### config.mk
export PLATFORM = sky130hd
export DESIGN_NAME = uart_hex_stream
export DESIGN_NICKNAME = d
export VERILOG_FILES = /design/src/rtl/uart_pkg.sv /design/src/rtl/hex_to_ascii.sv /design/src/rtl/uart_hex_stream.sv
export SDC_FILE = /design/constraint.sdc
export NUM_CORES = 1
export LEC_CHECK = 0
export BUFFER_PORTS_ARGS = -buffer_cell sky130_fd_sc_hd__buf_2
export CAP_MARGIN = 20
export CORE_MARGIN = 2
export CORE_UTILIZATION = 50
export DETAILED_ROUTE_END_ITERATION = 10
export PLACE_DENSITY = 0.81
export REMOVE_ABC_BUFFERS = 1
export SLEW_MARGIN = 20
export SYNTH_ARGS = -nofsm -noshare
export SYNTH_HDL_FRONTEND = slang
export SYNTH_HIERARCHICAL = 1
export SYNTH_SLANG_ARGS = --single-unit
### constraint.sdc
create_clock -name Clk -period 1.8 [get_ports Clk]
set_clock_uncertainty 0.15 [all_clocks]
set_input_delay 0.09 -clock Clk [delete_from_list [all_inputs] [get_ports Clk]]
set_output_delay 0.09 -clock Clk [all_outputs]
set_load 0.01 [all_outputs]
### src/rtl/uart_pkg.sv
// uart_pkg: shared FSM state encoding and ASCII constants for the hex streamer.
package uart_pkg;

    typedef enum logic [2:0] {IDLE, LOAD, SEND, GAP, DONE} state_t;

    localparam logic [7:0] ASC_SP = 8'h20;
    localparam logic [7:0] ASC_LF = 8'h0A;
    localparam logic [7:0] ASC_CR = 8'h0D;
    localparam logic [7:0] ASC_0  = 8'h30;
    localparam logic [7:0] ASC_LA = 8'h61;
    localparam logic [7:0] ASC_UA = 8'h41;

endpackage

### src/rtl/hex_to_ascii.sv
// hex_to_ascii: combinational nibble to ASCII hex digit, case chosen by UPPER.
module hex_to_ascii
    import uart_pkg::*;
#(
    parameter int UPPER = 0
) (
    input  logic [3:0] nib,
    output logic [7:0] ascii
);

    always_comb ascii = (nib < 4'd10) ? ASC_0 + {4'h0, nib}
                                      : ((UPPER != 0) ? ASC_UA : ASC_LA) + {4'h0, nib} - 8'd10;

endmodule

### src/rtl/uart_hex_stream.sv
// uart_hex_stream: prints a captured word as ASCII hex bytes to an external UART.
// Define UART_HEX_CRLF_EN to end each message with CR LF instead of LF alone.
module uart_hex_stream
    import uart_pkg::*;
#(
    parameter int          DATA_W    = 256,
    parameter int          GROUP_NIB = 0,
    parameter int          UPPER     = 0,
    parameter int unsigned CHAR_GAP  = 1000
) (
    input  logic              Clk,
    input  logic              Rst,
    input  logic              start,
    input  logic [DATA_W-1:0] data_in,
    output logic              busy,
    output logic              done,
    output logic [7:0]        tx_data,
    output logic              tx_en,
    input  logic              tx_done
);

    localparam int NIBS = DATA_W / 4;
    localparam int GE   = (GROUP_NIB > 0 && GROUP_NIB < NIBS) ? GROUP_NIB : 0;
`ifdef UART_HEX_CRLF_EN
    localparam int TERM = 2;
`else
    localparam int TERM = 1;
`endif
    localparam int TOTAL = NIBS + ((GE > 0) ? (NIBS - 1) / GE : 0) + TERM;
    localparam int CW    = $clog2(TOTAL + 1);
    localparam int NW    = $clog2(NIBS + 1);
    localparam logic [CW-1:0] LAST    = CW'(TOTAL - 1);
    localparam logic [NW-1:0] NIB_END = NW'(NIBS);
    localparam logic [NW-1:0] GRP     = NW'(GE);

    state_t            state, nxt;
    logic [DATA_W-1:0] shadow;
    logic [NW-1:0]     nib_cnt, grp_cnt;
    logic              space_due;
    logic [CW-1:0]     char_idx;
    logic [31:0]       gap_cnt;
    logic [7:0]        nib_char, term_char, next_byte;

    hex_to_ascii #(.UPPER(UPPER)) u_hex (
        .nib  (shadow[DATA_W-1 -: 4]),
        .ascii(nib_char)
    );

    // The shadow shifts left per printed nibble, so the next digit is always on top.
    always_comb begin
`ifdef UART_HEX_CRLF_EN
        term_char = (char_idx == CW'(TOTAL - 2)) ? ASC_CR : ASC_LF;
`else
        term_char = ASC_LF;
`endif
        next_byte = space_due ? ASC_SP : (nib_cnt == NIB_END) ? term_char : nib_char;
    end

    always_comb begin
        nxt  = state;
        busy = state inside {LOAD, SEND, GAP};
        done = state == DONE;
        tx_en = state == SEND;
        case (state)
            IDLE:    nxt = start ? LOAD : IDLE;
            LOAD:    nxt = tx_done ? LOAD : SEND;
            SEND:    nxt = !tx_done ? SEND : (char_idx == LAST) ? DONE : (CHAR_GAP == 0) ? LOAD : GAP;
            GAP:     nxt = (gap_cnt == CHAR_GAP - 1) ? LOAD : GAP;
            DONE:    nxt = IDLE;
            default: nxt = IDLE;
        endcase
    end

    always_ff @(posedge Clk) begin
        if (Rst) begin
            state     <= IDLE;
            shadow    <= '0;
            nib_cnt   <= '0;
            grp_cnt   <= '0;
            space_due <= 1'b0;
            char_idx  <= '0;
            gap_cnt   <= '0;
            tx_data   <= 8'h00;
        end else begin
            state   <= nxt;
            gap_cnt <= (state == GAP && nxt == GAP) ? gap_cnt + 32'd1 : '0;
            if (state == IDLE && start) begin
                shadow    <= data_in;
                nib_cnt   <= '0;
                grp_cnt   <= '0;
                space_due <= 1'b0;
                char_idx  <= '0;
            end
            if (state == LOAD && !tx_done)
                tx_data <= next_byte;
            if (state == SEND && tx_done) begin
                char_idx <= char_idx + 1'b1;
                if (space_due) begin
                    space_due <= 1'b0;
                    grp_cnt   <= '0;
                end else if (nib_cnt != NIB_END) begin
                    shadow    <= shadow << 4;
                    nib_cnt   <= nib_cnt + 1'b1;
                    grp_cnt   <= grp_cnt + 1'b1;
                    space_due <= (GE > 0) && (grp_cnt + 1'b1 == GRP) && (nib_cnt + 1'b1 != NIB_END);
                end
            end
        end
    end

endmodule

# [Word-level counts from Yosys, hierarchy flattened]
# Index checks and enable logic that the tools add are counted.
[word_totals] ramBits=0 latch_bits=0 output_inout_bits=11 inputBits=260 rom_bits=0 n_memories=0 ff_bits=314
[classes] reduce_logical=9 mux=23 addsub=6 eq_ne=9 n_mul=0 bitwise=1 div=0 n_lt_le_gt_ge=1 n_shift=0
[ops] operator="$mux 256" count=4
[ops] operator="$mux 7" count=6
[ops] operator="$add 32x1->32 const B" count=1
[ops] operator="$eq 32x10->1 const B" count=1
[ops] operator="$mux 8" count=3
[ops] operator="$add 7x1->7 const B" count=2
[ops] operator="$eq 7x7->1 const B" count=2
[ops] operator="$pmux 3 s4" count=1
[ops] operator="$eq 3x2->1 const B" count=3
[ops] operator="$add 7x4->8 const A" count=1
[ops] operator="$sub 8x4->8 const B" count=1
[ops] operator="$add 6x4->7 const A" count=1
[ops] operator="$ne 7x7->1 const B" count=1
[ops] operator="$mux 3" count=2
[ops] operator="$mux 1" count=5
[ops] operator="$logic_and 1x1->1" count=4
[ops] operator="$lt 4x4->1 const B" count=1
[ops] operator="$mux 2" count=2
[ops] operator="$eq 3x1->1 const B" count=1
[ops] operator="$eq 3x3->1 const B" count=1
[ops] operator="$logic_not 3->1" count=1
[ops] operator="$reduce_bool 3->1" count=1
[ops] operator="$reduce_bool 2->1" count=1
[ops] operator="$reduce_or 2->1" count=1
[ops] operator="other kinds (2)" count=2

# [Logic depth before layout (Yosys ltp)]
# Gate-level depths: netlist of the first run.
[depth] ltp_word=8 ltp_mapped=10 ltp_nobuf=7

# [By module]
# The synthesis of the first run kept the hierarchy.
[by_module_without_submodules] module="uart_hex_stream" n_inst=1 area_per_inst_um2=13566.8 seq_area_each_um2=6286.0 cells_each=1737
[by_module_without_submodules] module="hex_to_ascii" n_inst=1 area_per_inst_um2=122.6 seq_area_each_um2=0.0 cells_each=17

# [Worst setup path after synthesis of the first run]
# OpenSTA, ideal clock, no wires.
[synth_timing] kind="register to register" start="register nib_cnt[0]" end="register nib_cnt[3]" path_buffers=2 arrival_time_ns=1.806 path_stages_with_launch=9 setup_slack_ns=-0.231 required_time_ns=1.576 path_cell_list="dfxtp_1 inv_1 ha_1 and4bb_2 a211o_1 buf_2 buf_6 or3_1 a31oi_1"
[synth_between] elab_chain_len=4
[synth_rtl] item="from (decl)" line_no="uart_hex_stream.sv:38" text="logic [NW-1:0] nib_cnt, grp_cnt;"
[synth_rtl] item="from (signal assigned)" line_no="uart_hex_stream.sv:103" text="nib_cnt <= nib_cnt + 1'b1;"
[synth_rtl] item="$add 7x1->7 / $ne 7x7->1 (equally long branches)" line_no="uart_hex_stream.sv:103, uart_hex_stream.sv:101"
[synth_rtl] item="$mux 7 (*)" line_no="uart_hex_stream.sv:101" text="end else if (nib_cnt != NIB_END) begin"
[synth_rtl] item="$mux 7 (*)" line_no="uart_hex_stream.sv:98" text="if (space_due) begin"
[synth_rtl] item="$mux 7 (*)" line_no="uart_hex_stream.sv:96" text="if (state == SEND && tx_done) begin"
# Every way passes the cells marked *; elsewhere a longest branch is shown, timed or not.
# A chain may end at the register's enable or synchronous reset.

# [Final worst setup path of the first run]
[layout_timing] start="register nib_cnt[1]" end="register shadow[139]"
[layout_between] elab_chain_len=4
[layout_rtl] item="$ne 7x7->1" line_no="uart_hex_stream.sv:101"
[layout_rtl] item="$mux 256" line_no="uart_hex_stream.sv:101"
[layout_rtl] item="$mux 256" line_no="uart_hex_stream.sv:98"
[layout_rtl] item="$mux 256" line_no="uart_hex_stream.sv:96"
[layout_rtl] item="to (signal assigned)" line_no="uart_hex_stream.sv:88" text="shadow <= data_in;"
[layout_rtl] item="to (signal assigned)" line_no="uart_hex_stream.sv:102" text="shadow <= shadow << 4;"
[layout_rtl] item="to (decl)" line_no="uart_hex_stream.sv:37" text="logic [DATA_W-1:0] shadow;"
# No other way between the ends.

==> out/metrics.cfg, run 1 <==
[status]
status=finished, violations left
violations=negative setup slack

[sta]
final_max_slew_viol_count=0
min_period_over_period_pct=157
finalSetupViolations=311
relSlewSlack_pct=30.9
tns_ns=-92.78
setup_ws_ns=-1.02
tightest_slew_ns=1.03
rsz0062_at_grt=true
fmax_mhz=354
hold_slack_ns=0.239
finalHoldViolCount=0
min_period_ns=2.82

[yosys]
synth_top_area_share_pct=45.9
synthFlopType=dfxtp_1
ys_seq_elements=314
syn_area_um2=13700
synth_edf_count=0
postSynthAreaPerCell_um2=7.80
synthArstFlopShare_pct=0
synthTopCellsByArea=dfxtp_1, a311oi_1, nand2_1
yosysSeqAreaShare_pct=45.9
yosys_warnings=6
synthDistinctLibCells=47
yosysTopAreaCell=dfxtp_1
syn-instance-count=1754

[route]
wl_per_cell_um=22.8
post-route-drc-count=0
dr_total_vias=16900
drtIter0Drc=2158
ant_nets=0
viasPerCell=6.33
first_pass_iters=7
route.final.wire_length_mm=61.0

[critical_path]
crit_slowest_cell=a311oi_1
critPathCaptureType=flip-flop
critPathKind=flip-flop to flip-flop
crit_chain=inv_2 > ha_4 > and4bb_2 > a211o_2 > clkbuf_16 > buf_6 > a311oi_1
critPathMaxStageDelay_ns=0.81
critPathLaunchType=flip-flop
path_buf_inv=3
crit_fanout=12
required_ns=1.96
cp_top_family=compound AO/OA/AOI/OAI gates
cp.arrival_ns=2.98

[floorplanning]
die_h_um=169
die_x_um=169
num_rows=60
io_pins=271
core_area_um2=27000
initial_core_util_pct=50.8
floorplan.die_area_um2=28700

[placed_design]
port_buffers=270
place.gp.congestion=0.855
place_ws_ns=-0.286
dp_hpwl_mm=22.9

[global_routing]
grt_antenna_before_repair=8
grt_pass1_wl_mm=78.0
globalRouteOverflowTotal=0
grt_pass1_vias=15600
grt_max_degree=101
grt_usage_pct=33.3

[clock_tree]
cts_made_buffers=34
clock_path_buffers=3
cts_tree=built
cts.sinks=314
clkTransAtPathRegs_ns=0.07
clkLatencyLatePin_ns=0.52
htree_num_levels=2
clockRootBuffer=clkbuf_16

[worst_hold_path]
hp-class=input port to flip-flop

[cells_and_area]
drive_gt1_share_pct=32.9
area_growth_pct=59.9
final_nets=2571

[power_and_ir_drop]
vdd_drop_max_v=0.000644
power_density_nw_per_um2=889
leakage_nw=8.80

[job]
max_cap_viol_count=0

-- worst paths after layout --
kind / slack, ns / startpoint / end / depth (start not counted)
min: 0.24 / data_in[2] / shadow[2]$_SDFF_PP0_ / 4
max reg2reg: -1.02 / nib_cnt[1]$_SDFF_PP0_ / shadow[139]$_SDFF_PP0_ / 7
max: -1.02 / nib_cnt[1]$_SDFF_PP0_ / shadow[139]$_SDFF_PP0_ / 7
min reg2reg: 0.32 / shadow[2]$_SDFF_PP0_ / shadow[2]$_SDFF_PP0_ / 2
-- stage by stage --
stage               util, %  cells  total power (W)  instance area, µm²
floorplan                 -   1597          0.00937               13000
global placement       59.1   2321           0.0103               15900
detailed placement     59.1   2321           0.0103               15900
CTS                    76.1   2653           0.0184               20500
global route           81.2   2673           0.0199               21900
finish                 81.2   2674           0.0195               21900
-- routing by layer --
metal | up-vias | routed length [µm] | GRT usage (%)
met5 | - | 51 | 0
met2 | 1356 | 28200 | 56.8
met4 | 8 | 5810 | 21.5
met3 | 557 | 6370 | 6.34
met1 | 7783 | 20600 | 38.3
li1 | 7224 | - | -
-- flip-flops by register name, summed over array words and instances, names as in the netlist --
register / flops
tx_data: 8
nib_cnt: 7
state: 3
gap_cnt: 32
shadow: 256
space_due: 1
char_idx: 7
-- timing repair --
item / CTS / global route
hold buffers: 259 / 0
pin swaps: 3 / 7
resized for setup: 125 / 237
gates cloned: 6 / 11
endpoints found under the hold margin: 268 / 0
buffers inserted: 7 / 7
endpoints found under the setup margin: 307 / 312
-- placed cells by master, fill, tap and decap left out, types with 4 or more instances in the layout --
cell type / netlist / final
nor2_4: 0 / 31
nor3_1: 7 / 7
buf_2: 74 / 269
nor2_1: 313 / 181
inv_1: 8 / 6
o21ai_0: 9 / 8
clkbuf_1: 74 / 9
bufinv_16: 0 / 4
a311oi_1: 253 / 114
or3_1: 8 / 8
xnor2_1: 10 / 10
nand4_1: 14 / 14
xor2_1: 20 / 20
nand3_1: 22 / 22
dfxtp_2: 0 / 7
a311oi_2: 0 / 131
nor2_2: 0 / 101
dfxtp_1: 314 / 307
a21oi_1: 20 / 20
clkbuf_16: 0 / 46
buf_12: 0 / 24
nand3b_1: 5 / 5
nand2_2: 0 / 4
and3_1: 7 / 7
buf_6: 5 / 5
buf_4: 3 / 92
clkbuf_8: 0 / 9
nand2_1: 533 / 529
buf_16: 0 / 11
diode_2: 0 / 4
ha_1: 6 / 5
a311oi_4: 0 / 8
dlygate4sd3_1: 0 / 259
a22oi_1: 5 / 5
-- kinds of logic (layout without fill, tap and decap cells) --
kind of cell	after synthesis	after routing	synth area share [%]
AOI/OAI and AO/OA	299	300	18.3
muxes	1	1	0.0823
buffers and inverters	165	739	5.56
adders and majority gates	6	6	0.548
other	2	6	0.0549
and+or+nand+nor	936	936	27.5
DFF	314	314	45.9
xor gates and xnor gates	31	31	2.04
-- synth_stat cells, drive strengths merged (9+ instances only) --
cell    count
xnor2      11
dfxtp     314
clkbuf     74
nand4      14
nand3      22
buf        83
xor2       20
nor3        9
a311oi    253
nand2     533
o21ai      10
nor2      313
a21oi      20
-- cell type report --
cell class	count	area (µm²)
Multi-Input combinational cell	1276	8200
Inverter	8	30.0
Sequential cell	314	6290
Fill cell	1325	5070
Clock inverter	6	133
Tap cell	341	427
Timing Repair Buffer	671	5720
Antenna cell	4	10.0
Clock buffer	54	1070
-- tightest hold or removal path, stage by stage --
cell and delay, ns:
dlygate4sd3_1 0.53, buf_2 0.12, nand2_1 0.05, a21oi_1 0.05
-- report_power, final --
group | internal [W] | total, W | switching (W) | leakage [nW]
clock network | 0.00465 | 0.00761 | 0.00296 | 0.585
logic | 0.00174 | 0.00381 | 0.00207 | 5.64
registers | 0.00756 | 0.00804 | 0.000480 | 2.58
Power figures use the tool's default switching activity.
==> run 2, diff against run 1 <==
Settings changed: SKIP_LAST_GASP set to 1.
==> run 2 against run 1 <==
The flow still finishes with violations (negative setup slack). Maximum frequency up 19%. Die area stayed put. Clock-buffer cell count did not move. Design area increased by 0.78%. Hold slack got worse by 0.011 ns. Core utilization grew 0.64 points. Critical path type unchanged.
==> out/metrics.cfg, run 2 (synthesis gave the netlist of run 1 again) <==
[critical_path]
critPathLaunchType=flip-flop  ; unchanged
critPathCaptureType=flip-flop  ; unchanged
reg2reg_from=gap_cnt[15]$_SDFF_PP0_  ; was nib_cnt[1]$_SDFF_PP0_
critPathKind=flip-flop to flip-flop  ; unchanged
r2r_setup_slack_ns=-0.56  ; was -1.02 ns
crit_fanout=16  ; was 12
worstSetupStartpoint=gap_cnt[15]$_SDFF_PP0_  ; was nib_cnt[1]$_SDFF_PP0_
required_ns=2.04  ; was 1.96 ns
cp.arrival_ns=2.60  ; was 2.98 ns

[power_and_ir_drop]
power_w=0.0194  ; was 0.0195 W
vdd_drop_max_v=0.000671  ; was 0.000644 V
power_density_nw_per_um2=880  ; was 889 nW/µm²
leakage_nw=8.85  ; was 8.80 nW

[cells_and_area]
top_regs=shadow x256, gap_cnt x32, tx_data x8  ; unchanged
fin_area_um2=22100  ; was 21,900 µm²
largest_reg_flops=256  ; unchanged
drive_gt1_share_pct=34.2  ; was 32.9%
post_layout_nonfiller_instances=2675  ; was 2,674
fin_util_pct=81.8  ; was 81.2%
area_growth_pct=61.1  ; was 59.9%
regArea_um2=6290  ; about the same
mostFrequentLayoutCells=nand2_1, dfxtp_1, buf_2, dlygate4sd3_1, nor2_1  ; unchanged
largest_register=shadow  ; unchanged
layout_commonest_cell=nand2_1  ; unchanged
multi_input_area_um2=8310  ; was 8200 µm²
final_nets=2572  ; was 2,571
n_fill_cell=1323  ; was 1,325

[placed_design]
dp_hpwl_mm=22.9  ; unchanged
post_dp_cell_area_um2=15900  ; unchanged
port_buffers=270  ; unchanged
place.gp.congestion=0.855  ; unchanged
place_inst=2321  ; unchanged

[global_routing]
grt_pass1_wl_mm=77.2  ; was 78.0 mm
grt_antenna_before_repair=3  ; was 8
grt_max_degree=101  ; unchanged
grt_pass1_vias=15700  ; was 15,600
globalRouteOverflowTotal=0  ; unchanged
grt_usage_pct=33.0  ; was 33.3%

[route]
viasPerCell=6.39  ; was 6.33
post-route-drc-count=0  ; unchanged
dr_total_vias=17100  ; was 16,900
first_pass_iters=9  ; was 7
route.final.wire_length_mm=60.8  ; was 61.0 mm
ant_nets=0  ; unchanged
drtIter0Drc=2194  ; was 2,158
wl_per_cell_um=22.7  ; was 22.8 µm

[sta]
min_period_over_period_pct=131  ; was 157%
rsz0062_at_grt=true  ; unchanged
relSlewSlack_pct=43.5  ; was 30.9%
tightest_slew_ns=0.847  ; was 1.03 ns
min_period_ns=2.36  ; was 2.82 ns
finalSetupViolations=312  ; was 311
setup_ws_ns=-0.564  ; was -1.02 ns
tns_ns=-99.87  ; was -92.78 ns
finalHoldViolCount=0  ; unchanged
fmax_mhz=423  ; was 354 MHz
final_max_slew_viol_count=0  ; unchanged

[worst_hold_path]
min-delay-start=data_in[2]  ; unchanged
hp-class=input port to flip-flop  ; unchanged

[clock_tree]
clkLatencyLatePin_ns=0.52  ; about the same
clkTransAtPathRegs_ns=0.06  ; was 0.07 ns
clockRootBuffer=clkbuf_16  ; unchanged
clock_path_buffers=3  ; unchanged
cts.sinks=314  ; unchanged
cts_made_buffers=34  ; unchanged
htree_num_levels=2  ; unchanged
cts_tree=built  ; unchanged

[floorplanning]
initial_core_util_pct=50.8  ; unchanged
io_pins=271  ; unchanged
core_area_um2=27000  ; unchanged
num_rows=60  ; unchanged
die_x_um=169  ; unchanged
floorplan.die_area_um2=28700  ; unchanged
die_h_um=169  ; unchanged

[status]
violations=negative setup slack  ; unchanged
status=finished, violations left  ; unchanged

[job]
max_cap_viol_count=0  ; unchanged

==> run 2: cell types whose count changed in the layout (fill, tap and decap cells not counted), sizes merged <==
cell and delta:
buf +1, bufbuf +2, clkbuf -1, a211o -1
==> run 2: critical path: stages (launching register included) <==
cell       delay (ns)
dfxtp_2          0.34
nor4b_4          0.37
nand4_1          0.21
or4_4            0.59
o21ai_4          0.28
clkbuf_16        0.24
a21oi_1          0.06
==> run 2: layer usage <==
layer,track usage [%],vias to the layer above,part of all wire (%)
met2,57.1,1484,48
met1,37.2,7883,35
met5,0,-,0
met3,6.32,512,9.5
met4,21.2,0,8.5
li1,-,7226,-
==> run 2: repair_timing <==
| action | 4_1_cts | 5_1_grt |
|---|---|---|
| hold endpoints to repair | 268 | 0 |
| setup endpoints to repair | 307 | 311 |
| cloned | 6 | 10 |
| resized for setup | 104 | 296 |
| hold buffers | 259 | 0 |
| buffers inserted | 7 | 9 |
| pin swaps | 3 | 19 |
==> run 2: path summary, 6_finish.rpt <==
path	to	depth (start not counted)
max	gap_cnt[30]$_SDFF_PP0_	6
min	shadow[2]$_SDFF_PP0_	4
max reg2reg	gap_cnt[30]$_SDFF_PP0_	6
min reg2reg	tx_data[3]$_SDFFE_PP0N_	2
==> run 2: cell type report <==
| cell class | count | area share, % |
|---|---|---|
| diodes | 4 | 0.0454 |
| clock buffers | 54 | 4.85 |
| clock inverters | 6 | 0.601 |
| inverters | 8 | 0.136 |
| multi-input cells | 1275 | 37.7 |
| flip-flops and latches | 314 | 28.5 |
| well taps | 341 | 1.93 |
| repair buffers | 673 | 26.2 |
==> run 2: through the flow <==
step	worst slack, ns	hold slack, ns
after CTS	-0.262	0.206
after global placement	-0.215	0.187
final	-0.564	0.229
after detailed placement	-0.286	0.188
after global routing	-0.643	0.246
after floorplan	-20.19	0.00907
==> run 2: where the power goes <==
part	switching [W]	total (W)	internal, W
registers	0.000493	0.00805	0.00756
clock network	0.00296	0.00761	0.00465
logic	0.00204	0.00375	0.00171
total	0.00549	0.0194	0.0139
